==> src/rtl/calc3_port_tagger.sv <==
// calc3_port_tagger: per-port request agent that tags host commands for calc3_top and returns tagged completions.
//   Ports: c_clk/reset; host_valid/host_ready/host_cmd/host_d1/host_d2/host_r1/host_data (command in);
//          req_cmd/req_d1/req_d2/req_r1/req_data/req_tag (one-cycle pulse to calc3_top);
//          out_resp/out_tag/out_data (response from calc3_top);
//          cpl_valid/cpl_ready/cpl_tag/cpl_resp/cpl_data (completion buffer head);
//          outstanding (allocated tags), stray_resp (dropped response pulse).
//   Optional feature: define TAGGER_TIMEOUT_EN for per-tag timeout completions with response code 11.
module calc3_port_tagger #(
   parameter int MAX_OUTSTANDING = 4,
   parameter int TIMEOUT_CYCLES  = 64,
   parameter int CNT_W           = 7
) (
   input  logic        c_clk,
   input  logic        reset,
   input  logic        host_valid,
   output logic        host_ready,
   input  logic [0:3]  host_cmd,
   input  logic [0:3]  host_d1,
   input  logic [0:3]  host_d2,
   input  logic [0:3]  host_r1,
   input  logic [0:31] host_data,
   output logic [0:3]  req_cmd,
   output logic [0:3]  req_d1,
   output logic [0:3]  req_d2,
   output logic [0:3]  req_r1,
   output logic [0:31] req_data,
   output logic [0:1]  req_tag,
   input  logic [0:1]  out_resp,
   input  logic [0:1]  out_tag,
   input  logic [0:31] out_data,
   output logic        cpl_valid,
   input  logic        cpl_ready,
   output logic [0:1]  cpl_tag,
   output logic [0:1]  cpl_resp,
   output logic [0:31] cpl_data,
   output logic [0:2]  outstanding,
   output logic        stray_resp
);
   typedef enum logic [1:0] {FREE, ISSUED, DONE} tag_st_t;
   if (MAX_OUTSTANDING < 1 || MAX_OUTSTANDING > 4 || TIMEOUT_CYCLES < 2 || CNT_W < $clog2(TIMEOUT_CYCLES + 1))
      $error("calc3_port_tagger: illegal parameters");
   tag_st_t     st [4];
   logic [0:1]  b_tag [4];
   logic [0:1]  b_resp [4];
   logic [0:31] b_data [4];
   logic [1:0]  wr, rd;
   logic [2:0]  fill;
   logic        has_free, alloc, resp_hit, push, pop, to_hit;
   logic [0:1]  free_tag, to_tag, push_tag, push_resp;
   logic [0:31] push_data;
   // Downward scan so the lowest free tag wins; tags at or above MAX_OUTSTANDING are never candidates.
   always_comb begin
      has_free = 1'b0;
      free_tag = 2'd0;
      for (int i = MAX_OUTSTANDING - 1; i >= 0; i--)
         if (st[i] == FREE) begin
            has_free = 1'b1;
            free_tag = 2'(i);
         end
   end
   always_comb begin
      outstanding = 3'd0;
      for (int i = 0; i < 4; i++) outstanding = outstanding + {2'b00, st[i] != FREE};
   end
`ifdef TAGGER_TIMEOUT_EN
   logic [CNT_W-1:0] cnt [4];
   always_comb begin
      to_hit = 1'b0;
      to_tag = 2'd0;
      for (int i = 3; i >= 0; i--)
         if (st[i] == ISSUED && cnt[i] == CNT_W'(TIMEOUT_CYCLES)) begin
            to_hit = 1'b1;
            to_tag = 2'(i);
         end
   end
   // Counter reads 1 during the req pulse cycle, so a saturated tag is pushed TIMEOUT_CYCLES after the pulse.
   always_ff @(posedge c_clk)
      for (int i = 0; i < 4; i++)
         if (reset) cnt[i] <= '0;
         else if (alloc && free_tag == 2'(i)) cnt[i] <= CNT_W'(1);
         else if (st[i] == ISSUED && cnt[i] != CNT_W'(TIMEOUT_CYCLES)) cnt[i] <= cnt[i] + CNT_W'(1);
`else
   assign to_hit = 1'b0;
   assign to_tag = 2'd0;
`endif
   assign host_ready = !reset && has_free;
   assign alloc      = host_valid && host_ready && host_cmd != 4'd0;
   // Unallocated tags (including those >= MAX_OUTSTANDING) always read FREE, so one state test covers them.
   assign resp_hit   = out_resp != 2'b00 && st[out_tag] == ISSUED;
   assign push       = resp_hit || to_hit;
   assign push_tag   = resp_hit ? out_tag : to_tag;
   assign push_resp  = resp_hit ? out_resp : 2'b11;
   assign push_data  = resp_hit ? out_data : 32'd0;
   assign cpl_valid  = fill != 3'd0;
   assign pop        = cpl_valid && cpl_ready;
   assign cpl_tag    = cpl_valid ? b_tag[rd] : 2'd0;
   assign cpl_resp   = cpl_valid ? b_resp[rd] : 2'd0;
   assign cpl_data   = cpl_valid ? b_data[rd] : 32'd0;
   always_ff @(posedge c_clk)
      if (push) begin
         b_tag[wr]  <= push_tag;
         b_resp[wr] <= push_resp;
         b_data[wr] <= push_data;
      end
   always_ff @(posedge c_clk)
      if (reset) begin
         for (int i = 0; i < 4; i++) st[i] <= FREE;
         {req_cmd, req_d1, req_d2, req_r1, req_data, req_tag} <= '0;
         stray_resp <= 1'b0;
         wr <= 2'd0;
         rd <= 2'd0;
         fill <= 3'd0;
      end else begin
         req_cmd <= alloc ? host_cmd : 4'd0;
         req_d1 <= alloc ? host_d1 : 4'd0;
         req_d2 <= alloc ? host_d2 : 4'd0;
         req_r1 <= alloc ? host_r1 : 4'd0;
         req_data <= alloc ? host_data : 32'd0;
         req_tag <= alloc ? free_tag : 2'd0;
         stray_resp <= out_resp != 2'b00 && !resp_hit;
         if (alloc) st[free_tag] <= ISSUED;
         if (push) st[push_tag] <= DONE;
         if (pop) st[b_tag[rd]] <= FREE;
         wr <= wr + 2'(push);
         rd <= rd + 2'(pop);
         fill <= fill + 3'(push) - 3'(pop);
      end
endmodule

==> config.mk <==
export PLATFORM = sky130hd
export DESIGN_NAME = calc3_port_tagger
export DESIGN_NICKNAME = d
export VERILOG_FILES = /design/src/rtl/calc3_port_tagger.sv
export SDC_FILE = /design/constraint.sdc
export NUM_CORES = 1
export LEC_CHECK = 0
export BUFFER_PORTS_ARGS = -buffer_cell sky130_fd_sc_hd__buf_2
export CAP_MARGIN = 10
export CORE_MARGIN = 4
export CORE_UTILIZATION = 29
export DETAILED_ROUTE_END_ITERATION = 6
export GPL_TIMING_DRIVEN = 0
export SKIP_CTS_REPAIR_TIMING = 1
export SLEW_MARGIN = 20
export SYNTH_ARGS = -nofsm -noshare
export SYNTH_HDL_FRONTEND = slang
export SYNTH_SLANG_ARGS = --single-unit
==> constraint.sdc <==
create_clock -name c_clk -period 4.48 [get_ports c_clk]
set_input_delay 0.896 -clock c_clk [delete_from_list [all_inputs] [get_ports c_clk]]
set_output_delay 0.896 -clock c_clk [all_outputs]
set_load 0.1 [all_outputs]
==> summary.md <==
| Metric | Value |
|---|---|
| Status | complete, no violations |
| Dpl ws | 991 ps |
| LEAKAGE | 0.00413 µW |
| DRT Pass-1 Iters | 4 |
| GRT overflow | 0 |
| RSZ-0062 raised after global routing | false |
| Register area share after synthesis | 0.709 |
| # IOs | 180 |
| Clock Path Buffers | 3 |
| Crit path launch type | flip-flop |
| Max-Cap Viols | 0 |
| CTS Buf Count | 24 |
| Die Wd | 174 µm |
| Setup Total Neg Slack | 0 ps |
| Max Clk Rate | 0.287 GHz |
| Avg Inst Size Synth | 16.9 µm² |
| Async SR Flop Fraction | 0 |
| IO buf count | 179 |
| Synthesis warning total | 0 |
| Filler cells | 2,561 |
| Syn nets | 568 |
| First-pass GRT wire length | 27,000 µm |
| Seq cells post-synth | 210 |
| Slew Limit Fails | 0 |
| Most frequent cells in the layout | buf_2 (183), edfxtp_1 (144), and2_1 (73) |
| Number of antenna violations at the first check in global routing | 1 |
| Final period utilization | 0.777 |
| Rel. slew slack | 0.550 |
| Root Driver | clkbuf_16 |
| CP required | 3580 ps |
| Tmin final | 3480 ps |
| Critical Path, Cell by Cell | buf_2 > buf_1 > mux4_2 > nor2b_1 > buf_2 |
| H-tree depth | 1 |
| Final net count | 784 |
| Post-synth top flop | edfxtp_1 |
| Synth-to-Final Area Change | 29.3% |
| Tot GR Track Use | 0.111 |
| Final Hold Viols | 0 |
| Core Rows | 60 |
| Most common cell after layout, fill and taps aside | buf_2 |
| CTS clock-pin slew for the worst setup and hold paths | 60 ps |
| Mapped Cells | 472 |
| Cell mode on critical path | buf_2 |
| Total wire length | 17,200 µm |
| Worst setup margin | 998 ps |
| Worst hold path depth | 2 |
| Worst-Margin Slew | 674 ps |
| CP bufs+invs | 3 |
| Worst min-delay path category | flip-flop to flip-flop |
| Largest net degree at the start of global routing | 24 |
| Via/cell ratio | 4.31 |
| HPWL after detailed placement | 12,000 µm |
| Initial DRC count | 186 |
| Share of cells above drive strength 1 | 0.415 |
| Clk sink count | 210 |
| Pwr dens | 640 mW/mm² |
| Synth unique cells | 44 |
| Post-route ant nets | 0 |
| Number of global-route vias before repair | 4,824 |
| Final Skew | 18.8 ps |
| Die height | 174 µm |
| Delay-heaviest family, CP | buffers and inverters |
| RD Place Congestion | 0.737 |
| Slowest stage delay, CP | 560 ps |
| CP startpoint | rd[1] |
| Final setup fails | 0 |
| Critical Path AT | 2590 ps |
| CORE AREA | 0.0270 mm² |
| Total number of vias | 4,518 |
| Worst VDD drop | 251 µV |
| Crit Path Max Fanout | 10 |
| Stages on the worst setup path | 5 |
| R2R cell count | 12 |
| CP Capture Type | output port |
| DRC Markers | 0 |
| Die area | 0.0302 mm² |
| Worst R2R Start | st[3][0] |
| Initial Util | 0.295 |
| Post-synth EDFFs | 144 |
| Power Total | 6590 µW |
| Mean routed wirelength per cell | 16.4 µm |
| Syn Std Cell Area | 0.00797 mm² |
| Clk_lat worst skew | 510 ps |
| Min-delay src | st[3][1] |
| Slowest CP cell | buf_1 |
| Setup CP Type | flip-flop to output port |
| CTS tree | built |
-- final cells by class --
type                            instances  area, µm²  area share
Clock inverter                         12        133      0.0129
Clock buffer                           32        682      0.0662
Antenna cell                            1       2.50    0.000243
Multi-Input combinational cell        231       2200       0.214
Timing Repair Buffer                  190       1050       0.102
Tap cell                              341        427      0.0414
Sequential cell                       210       5650       0.548
Inverter                               10       37.5     0.00364
Buffer                                 21        125      0.0121
-- synthesized netlist by cell type, types with 2 or more instances --
| master | instances | area (µm²) |
|---|---|---|
| nor2_1 | 11 | 41.3 |
| dfxtp_1 | 66 | 1320 |
| mux4_2 | 37 | 833 |
| fa_1 | 2 | 40.0 |
| ha_1 | 6 | 75.1 |
| nand2b_1 | 2 | 12.5 |
| nand4_1 | 2 | 12.5 |
| xnor2_1 | 4 | 35.0 |
| edfxtp_1 | 144 | 4320 |
| nor3b_1 | 2 | 15.0 |
| buf_6 | 4 | 45.0 |
| nand2_1 | 2 | 7.51 |
| clkbuf_1 | 11 | 41.3 |
| buf_2 | 4 | 20.0 |
| inv_1 | 10 | 37.5 |
| nor4b_1 | 3 | 26.3 |
| and2_1 | 73 | 457 |
| nor2b_1 | 47 | 294 |
| and3_1 | 3 | 18.8 |
| nor3_1 | 5 | 25.0 |
| and2_4 | 10 | 87.6 |
| a21oi_1 | 2 | 10.0 |
-- layer usage --
layer  GRT usage  up-vias  wire [µm]
met3      0.0325       30       1230
met1       0.141     2171       7280
met5           0        -          7
met2       0.188      147       8360
li1            -     2168          -
met4      0.0284        2        278
-- cells by family after synthesis --
family,share of synthesized area
AOI/OAI and AO/OA,0.0113
xor gates and xnor gates,0.00440
adders and majority gates,0.0144
buffers and inverters,0.0204
DFF,0.709
muxes,0.105
and+or+nand+nor,0.136
-- path summary, 6_finish.rpt --
check / slack, ps / end
min reg2reg: 500 / st[3][1]
min: 500 / st[3][1]
max: 1000 / cpl_data[9]
max reg2reg: 1600 / fill[2]
-- power breakdown --
group	switching [µW]	total, µW	internal [µW]
combinational	1930	2470	534
sequential	29.2	2170	2140
clock	761	1950	1190
total	2720	6590	3870
-- worst reg2reg max path, stage by stage, from the launching register on --
cell	delay [ps]
dfxtp_1	320
nor2b_1	150
mux4_2	480
and2b_1	220
buf_6	160
inv_1	240
ha_1	200
inv_1	40
ha_1	190
fa_1	380
xnor2_1	190
xnor2_1	140
nor2_1	50
-- sequential cells by signal, indices dropped and copies added, names as in the netlist --
| register | flops |
|---|---|
| b_data | 128 |
| b_resp | 8 |
| b_tag | 8 |
| fill | 3 |
| rd | 2 |
| req_cmd | 4 |
| req_d1 | 4 |
| req_d2 | 4 |
| req_data | 32 |
| req_r1 | 4 |
| req_tag | 2 |
| st | 8 |
| stray_resp | 1 |
| wr | 2 |
-- metrics by stage --
step           area (µm²)  std cells   util  hold slack, ps
2_1_floorplan        7980        472      -             463
3_3_place_gp         9310        992  0.344             486
3_5_place_dp         9490       1003  0.351             495
4_1_cts             10300       1047  0.381             505
5_1_grt             10300       1047  0.381             545
6_report            10300       1048  0.381             502
Note: power is estimated with default switching activity, not from simulation.
